===== src/rtl/debounce_pkg.sv =====
// debounce_pkg: shared state type and counter sizing for the scanned button debouncer
package debounce_pkg;
    typedef enum logic [1:0] {LOW, RISE, HIGH, FALL} btn_state_t;
    function automatic int cnt_width(input int stable_ticks);
        return $clog2(stable_ticks + 1);
    endfunction
endpackage


===== src/rtl/debounce_tick_gen.sv =====
// debounce_tick_gen: free-running sampling tick divider, held at zero while disabled
module debounce_tick_gen
    import debounce_pkg::*;
#(
    parameter int TICK_DIV = 100000
) (
    input  logic clk,
    input  logic rst,
    input  logic en,
    output logic tick_o
);
    localparam int TW = $clog2(TICK_DIV);
    localparam logic [TW-1:0] LAST = TW'(TICK_DIV - 1);
    logic [TW-1:0] count;
    always_ff @(posedge clk or posedge rst)
        if (rst) count <= '0;
        else count <= (!en || count == LAST) ? '0 : count + 1'b1;
    assign tick_o = en && count == LAST;
endmodule


===== src/rtl/debounce_scan_ctrl.sv =====
// debounce_scan_ctrl: one shared debounce engine walked across all buttons after each tick
module debounce_scan_ctrl
    import debounce_pkg::*;
#(
    parameter int N_BTN        = 4,
    parameter int TICK_DIV     = 100000,
    parameter int STABLE_TICKS = 10
) (
    input  logic             clk,
    input  logic             rst,
    input  logic             en,
    input  logic [N_BTN-1:0] btn_in,
    output logic [N_BTN-1:0] db_out,
    output logic [N_BTN-1:0] press,
    // release is a reserved word, hence the suffix
    output logic [N_BTN-1:0] release_o,
    output logic             tick_o,
    output logic             scan_busy,
    output logic             overrun
);
    localparam int CW = cnt_width(STABLE_TICKS);
    localparam int IW = N_BTN > 1 ? $clog2(N_BTN) : 1;
    localparam logic [IW-1:0] LAST_IDX = IW'(N_BTN - 1);
    localparam logic [CW-1:0] DONE = CW'(STABLE_TICKS);
    logic [N_BTN-1:0] sync1, sync2, snap;
    logic [IW-1:0] idx;
    btn_state_t state [N_BTN];
    logic [CW-1:0] cnt [N_BTN];
    btn_state_t next_state;
    logic [CW-1:0] next_cnt, cnt_inc;
    logic s, rise_hit, fall_hit;

    debounce_tick_gen #(.TICK_DIV(TICK_DIV)) u_tick (.clk, .rst, .en, .tick_o);

    always_ff @(posedge clk or posedge rst)
        if (rst) begin
            sync1     <= '0;
            sync2     <= '0;
            snap      <= '0;
            idx       <= '0;
            scan_busy <= 1'b0;
            overrun   <= 1'b0;
        end else begin
            sync1 <= btn_in;
            sync2 <= sync1;
            if (tick_o && !scan_busy) begin
                snap      <= sync2;
                idx       <= '0;
                scan_busy <= 1'b1;
            end else if (scan_busy) begin
                idx       <= idx + 1'b1;
                scan_busy <= idx != LAST_IDX;
            end
            if (tick_o && scan_busy) overrun <= 1'b1;
        end

    // Next state for whichever button owns the current slot
    always_comb begin
        s          = snap[idx];
        cnt_inc    = cnt[idx] + 1'b1;
        next_state = state[idx];
        next_cnt   = cnt[idx];
        rise_hit   = 1'b0;
        fall_hit   = 1'b0;
        case (state[idx])
            LOW:  if (s) begin next_state = RISE; next_cnt = CW'(1); end
            RISE: if (!s) begin next_state = LOW; next_cnt = '0; end
                  else if (cnt_inc == DONE) begin next_state = HIGH; next_cnt = '0; rise_hit = 1'b1; end
                  else next_cnt = cnt_inc;
            HIGH: if (!s) begin next_state = FALL; next_cnt = CW'(1); end
            FALL: if (s) begin next_state = HIGH; next_cnt = '0; end
                  else if (cnt_inc == DONE) begin next_state = LOW; next_cnt = '0; fall_hit = 1'b1; end
                  else next_cnt = cnt_inc;
            default: ;
        endcase
    end

    always_ff @(posedge clk or posedge rst)
        if (rst) begin
            for (int i = 0; i < N_BTN; i++) begin
                state[i] <= LOW;
                cnt[i]   <= '0;
            end
            db_out    <= '0;
            press     <= '0;
            release_o <= '0;
        end else begin
            press     <= '0;
            release_o <= '0;
            if (scan_busy) begin
                state[idx]     <= next_state;
                cnt[idx]       <= next_cnt;
                press[idx]     <= rise_hit;
                release_o[idx] <= fall_hit;
                if (rise_hit || fall_hit) db_out[idx] <= rise_hit;
            end
        end
endmodule


===== config.mk =====
export PLATFORM = sky130hd
export DESIGN_NAME = debounce_scan_ctrl
export DESIGN_NICKNAME = d
export VERILOG_FILES = /design/src/rtl/debounce_pkg.sv /design/src/rtl/debounce_tick_gen.sv /design/src/rtl/debounce_scan_ctrl.sv
export SDC_FILE = /design/constraint.sdc
export NUM_CORES = 1
export LEC_CHECK = 0
export CAP_MARGIN = 30
export CORE_MARGIN = 3
export CORE_UTILIZATION = 58
export DETAILED_ROUTE_END_ITERATION = 10
export PLACE_DENSITY = 0.79
export SYNTH_ARGS = -nofsm -noshare
export SYNTH_HDL_FRONTEND = slang
export SYNTH_SLANG_ARGS = --single-unit

===== constraint.sdc =====
create_clock -name clk -period 2.8 [get_ports clk]
set_input_delay 0.56 -clock clk [delete_from_list [all_inputs] [get_ports clk]]
set_output_delay 0.56 -clock clk [all_outputs]
set_load 0.05 [all_outputs]

==> impl_metrics.prom, run 1 <==
# TYPE chip_impl_metric gauge
chip_impl_info{name="outcome",value="completed"} 1
chip_impl_metric{name="hold-path-cell-count",unit=""} 0
chip_impl_metric{name="placed_area",unit="mm2"} 0.003543
chip_impl_info{name="topRoutingLayerUsed",value="met4"} 1
chip_impl_info{name="most_common_cell_after_layout_fill_and_taps_aside",value="sky130_fd_sc_hd__dfrtp_1"} 1
chip_impl_metric{name="die_w",unit="um"} 80.40
chip_impl_metric{name="final-setup-viol-count",unit=""} 0
chip_impl_metric{name="cts-root-to-sink-buffers",unit=""} 2
chip_impl_metric{name="routabilityCongestion",unit=""} 0.8973
chip_impl_metric{name="skew",unit="ns"} 0.006791
chip_impl_metric{name="postSynthRegisterBits",unit=""} 69
chip_impl_info{name="yosys_most_used_dff",value="sky130_fd_sc_hd__dfrtp_1"} 1
chip_impl_metric{name="synth.lib_cells_used.distinct",unit=""} 53
chip_impl_metric{name="power.density",unit="mW/mm2"} 688.4
chip_impl_metric{name="h_tree_depth_reported_by_cts",unit=""} 3
chip_impl_metric{name="cts_resized",unit=""} 0
chip_impl_metric{name="synthDominantCellAreaShare",unit="%"} 53.78
chip_impl_metric{name="p_leak",unit="nW"} 1.755
chip_impl_metric{name="placed_cells",unit=""} 363
chip_impl_metric{name="grt_max_degree",unit=""} 70
chip_impl_metric{name="postRouteWirelength",unit="um"} 6230
chip_impl_metric{name="drt_first_iter_violations",unit=""} 200
chip_impl_metric{name="numClockSinks",unit=""} 69
chip_impl_metric{name="totalPowerFinal",unit="mW"} 2.567
chip_impl_metric{name="slew_headroom",unit="%"} 52.22
chip_impl_metric{name="fp.dieArea",unit="mm2"} 0.006464
chip_impl_metric{name="numPortBuffers",unit=""} 21
chip_impl_info{name="r2r_start",value="idx[0]"} 1
chip_impl_info{name="worstHoldStart",value="sync1[0]"} 1
chip_impl_metric{name="post-route-util",unit="%"} 71.19
chip_impl_metric{name="route.met2.wl",unit="um"} 2990
chip_impl_info{name="worst-setup-path-type",value="flip-flop to flip-flop"} 1
chip_impl_metric{name="antenna_found_initial",unit=""} 0
chip_impl_metric{name="drc",unit=""} 0
chip_impl_metric{name="ratio_of_final_minimum_period_to_clock_period",unit="%"} 92.30
chip_impl_info{name="ys_top_cells_by_area",value="sky130_fd_sc_hd__dfrtp_1 (54%), sky130_fd_sc_hd__mux4_2 (4.9%), sky130_fd_sc_hd__nor2_1 (3.4%), sky130_fd_sc_hd__ha_1 (2.7%), sky130_fd_sc_hd__xor2_1 (2.7%)"} 1
chip_impl_metric{name="n_fill_cell",unit=""} 351
chip_impl_metric{name="ctsHoldBuffers",unit=""} 0
chip_impl_metric{name="worst_slew_pin_slew",unit="ns"} 0.7101
chip_impl_metric{name="fraction_of_layout_instances_using_a_drive_strength_above_1",unit="%"} 14.89
chip_impl_metric{name="yosysSeqAreaShare",unit="%"} 53.78
chip_impl_metric{name="number_of_global_route_vias_before_repair",unit=""} 2231
chip_impl_metric{name="ioPinCount",unit=""} 22
chip_impl_metric{name="stdcell_count",unit=""} 379
chip_impl_metric{name="synth_fp_nets",unit=""} 288
chip_impl_metric{name="hold_ws",unit="ns"} 0.3498
chip_impl_info{name="timing.hold.worst.class",value="flip-flop to flip-flop"} 1
chip_impl_metric{name="global_route.usage.total",unit="%"} 21.88
chip_impl_metric{name="drt-pass1-iter-count",unit=""} 4
chip_impl_metric{name="dr_total_vias",unit=""} 2185
chip_impl_metric{name="power.ir.vdd_worst",unit="uV"} 468.0
chip_impl_metric{name="hold_fails_final_rpt",unit=""} 0
chip_impl_metric{name="route.detailed.vias_per_inst",unit=""} 5.765
chip_impl_metric{name="timing.final.crit_period",unit="ns"} 2.584
chip_impl_metric{name="detailedPlace.worstSlack",unit="ns"} 0.2877
chip_impl_metric{name="first_pass_grt_wire_length",unit="um"} 10710
chip_impl_metric{name="wl_per_cell",unit="um"} 16.44
chip_impl_metric{name="final_cell_area",unit="mm2"} 0.003729
chip_impl_metric{name="final-max-slew-violation-count",unit=""} 0
chip_impl_info{name="startpoint_type_of_the_worst_setup_path",value="flip-flop"} 1
chip_impl_metric{name="cap_violations",unit=""} 0
chip_impl_metric{name="cts_setup_buffers",unit=""} 0
chip_impl_info{name="clockRootBuffer",value="sky130_fd_sc_hd__clkbuf_8"} 1
chip_impl_metric{name="clkTransAtPathRegs",unit="ns"} 0.07
chip_impl_metric{name="die_h",unit="um"} 80.40
chip_impl_metric{name="reg2regPathDepth",unit=""} 6
chip_impl_metric{name="clock_insertion_delay_worst_skew",unit="ns"} 0.34
chip_impl_metric{name="worst_path_required",unit="ns"} 3.00
chip_impl_metric{name="start_util",unit="%"} 61.30
chip_impl_info{name="startpoint",value="idx[0]"} 1
chip_impl_info{name="cts_tree",value="yes"} 1
chip_impl_metric{name="critPathArrivalTime",unit="ns"} 2.79
chip_impl_metric{name="synthCells",unit=""} 274
chip_impl_info{name="mostFrequentLayoutCells",value="sky130_fd_sc_hd__dfrtp_1 (69), sky130_fd_sc_hd__nor2_1 (29), sky130_fd_sc_hd__clkdlybuf4s50_1 (20), sky130_fd_sc_hd__nand2_1 (19)"} 1
chip_impl_metric{name="synth-async-reset-ratio",unit="%"} 100.0
chip_impl_info{name="synth_top_area_cell",value="sky130_fd_sc_hd__dfrtp_1"} 1
chip_impl_metric{name="core.rowCount",unit=""} 26
chip_impl_metric{name="ant_nets",unit=""} 0
chip_impl_info{name="critical_path.endpoint_type",value="flip-flop"} 1
chip_impl_metric{name="top_fanout_value_on_the_critical_path",unit=""} 8
chip_impl_metric{name="area.growth.synth_to_final",unit="%"} 16.13
chip_impl_metric{name="placeableCoreArea",unit="mm2"} 0.005238
chip_impl_metric{name="dp_hpwl",unit="um"} 4208
chip_impl_info{name="rsz0062_at_grt",value="no"} 1
chip_impl_metric{name="dr_wl_met3",unit="um"} 324
chip_impl_metric{name="syn_area_per_cell",unit="um2"} 11.72
chip_impl_metric{name="number_of_enable_type_register_cells_in_the_synthesized_netlist",unit=""} 0
chip_impl_metric{name="antennaDiodeCount",unit=""} 0
chip_impl_metric{name="grt.overflow.total",unit=""} 0
chip_impl_metric{name="syn_area",unit="mm2"} 0.003211
chip_impl_metric{name="setup_total_negative_slack",unit="ns"} 0
chip_impl_metric{name="yosys_warnings",unit=""} 0
chip_impl_metric{name="final_nets",unit=""} 318
chip_impl_metric{name="achievable-frequency",unit="MHz"} 386.9
chip_impl_metric{name="post-route-worst-setup-slack",unit="ns"} 0.2157
chip_impl_metric{name="cts-buffers-inserted",unit=""} 9
chip_impl_metric{name="met1_length",unit="um"} 2839
## worst paths after layout
path | to | slack, ns
worst max register to register | cnt[13] | 0.22
max in group asynchronous | state[3] | 1.91
worst min-delay path | sync2[0] | 0.35
worst max-delay path | cnt[13] | 0.22
min in group asynchronous | press[3] | 0.61
worst min register to register | sync2[0] | 0.35
## kinds of logic after synthesis
group,after synthesis,synth area share (%)
and+or+nand+nor,91,15.04
DFF,69,53.78
AOI/OAI and AO/OA,49,11.81
buffers and inverters,22,2.962
muxes,20,9.314
xor gates and xnor gates,16,4.365
adders and majority gates,7,2.728
## routing by layer
layer | up-vias | track usage [%]
met5 | - | 0
met4 | 0 | 8.108
met3 | 11 | 5.717
met2 | 60 | 33.69
met1 | 1063 | 29.92
li1 | 1051 | -
## cells in the mapped netlist (2+ instances only)
cell type,n
sky130_fd_sc_hd__nand4_1,5
sky130_fd_sc_hd__a41oi_1,4
sky130_fd_sc_hd__mux4_2,7
sky130_fd_sc_hd__inv_1,13
sky130_fd_sc_hd__nand2b_1,2
sky130_fd_sc_hd__o21ai_1,12
sky130_fd_sc_hd__and3_1,3
sky130_fd_sc_hd__mux2_2,5
sky130_fd_sc_hd__a21oi_1,5
sky130_fd_sc_hd__nand3_1,8
sky130_fd_sc_hd__o211ai_1,6
sky130_fd_sc_hd__o21ai_2,2
sky130_fd_sc_hd__and4b_1,3
sky130_fd_sc_hd__xnor2_1,6
sky130_fd_sc_hd__a41o_1,4
sky130_fd_sc_hd__nor4_1,2
sky130_fd_sc_hd__a21o_1,2
sky130_fd_sc_hd__o2bb2ai_1,4
sky130_fd_sc_hd__ha_1,7
sky130_fd_sc_hd__clkbuf_1,6
sky130_fd_sc_hd__nor2_1,29
sky130_fd_sc_hd__nand2_1,19
sky130_fd_sc_hd__and2_1,6
sky130_fd_sc_hd__xor2_1,10
sky130_fd_sc_hd__mux2_1,4
sky130_fd_sc_hd__dfrtp_1,69
sky130_fd_sc_hd__mux2i_1,4
sky130_fd_sc_hd__and4_1,2
## power breakdown
| part | switching [mW] | total, mW | leakage (nW) | internal, mW |
|---|---|---|---|---|
| clock | 0.389 | 0.740 | 0.0928 | 0.351 |
| combinational | 0.378 | 0.655 | 0.732 | 0.277 |
| sequential | 0.0796 | 1.17 | 0.930 | 1.09 |
## state kept, by name, summed over array words and instances, names as in the netlist
| register | flops |
|---|---|
| idx | 2 |
| snap | 4 |
| overrun | 1 |
| cnt | 16 |
| scan_busy | 1 |
| release_o | 4 |
| sync2 | 4 |
| sync1 | 4 |
| press | 4 |
| db_out | 4 |
| state | 8 |
| u_tick.count | 17 |
## worst max-delay path, stage by stage (launching register included)
cell and delay [ns]:
sky130_fd_sc_hd__dfrtp_1 0.49, sky130_fd_sc_hd__mux4_2 0.64, sky130_fd_sc_hd__ha_1 0.32, sky130_fd_sc_hd__and4bb_1 0.44, sky130_fd_sc_hd__nand4bb_1 0.21, sky130_fd_sc_hd__a2bb2oi_2 0.25
sky130_fd_sc_hd__o21ai_1 0.10
## area by class of cell
type / instances / area, um2 / share of cell area, %
Sequential cell: 69 / 1727 / 46.31
Clock buffer: 10 / 137.6 / 3.691
Timing Repair Buffer: 28 / 285.3 / 7.651
Inverter: 13 / 48.80 / 1.309
Multi-Input combinational cell: 183 / 1395 / 37.42
Clock inverter: 6 / 47.55 / 1.275
Tap cell: 70 / 87.58 / 2.349
No activity file was read; power rests on OpenSTA's default activity.
==> run 2: changes to the inputs <==
--- a/config.mk
+++ b/config.mk
@@ -9,6 +9,7 @@
 export CORE_MARGIN = 3
 export CORE_UTILIZATION = 58
 export DETAILED_ROUTE_END_ITERATION = 10
+export HOLD_SLACK_MARGIN = 0.05
 export PLACE_DENSITY = 0.79
 export SYNTH_ARGS = -nofsm -noshare
 export SYNTH_HDL_FRONTEND = slang
==> results of run 2 <==
Final layout, timing and power as in run 1 (identical DEF).
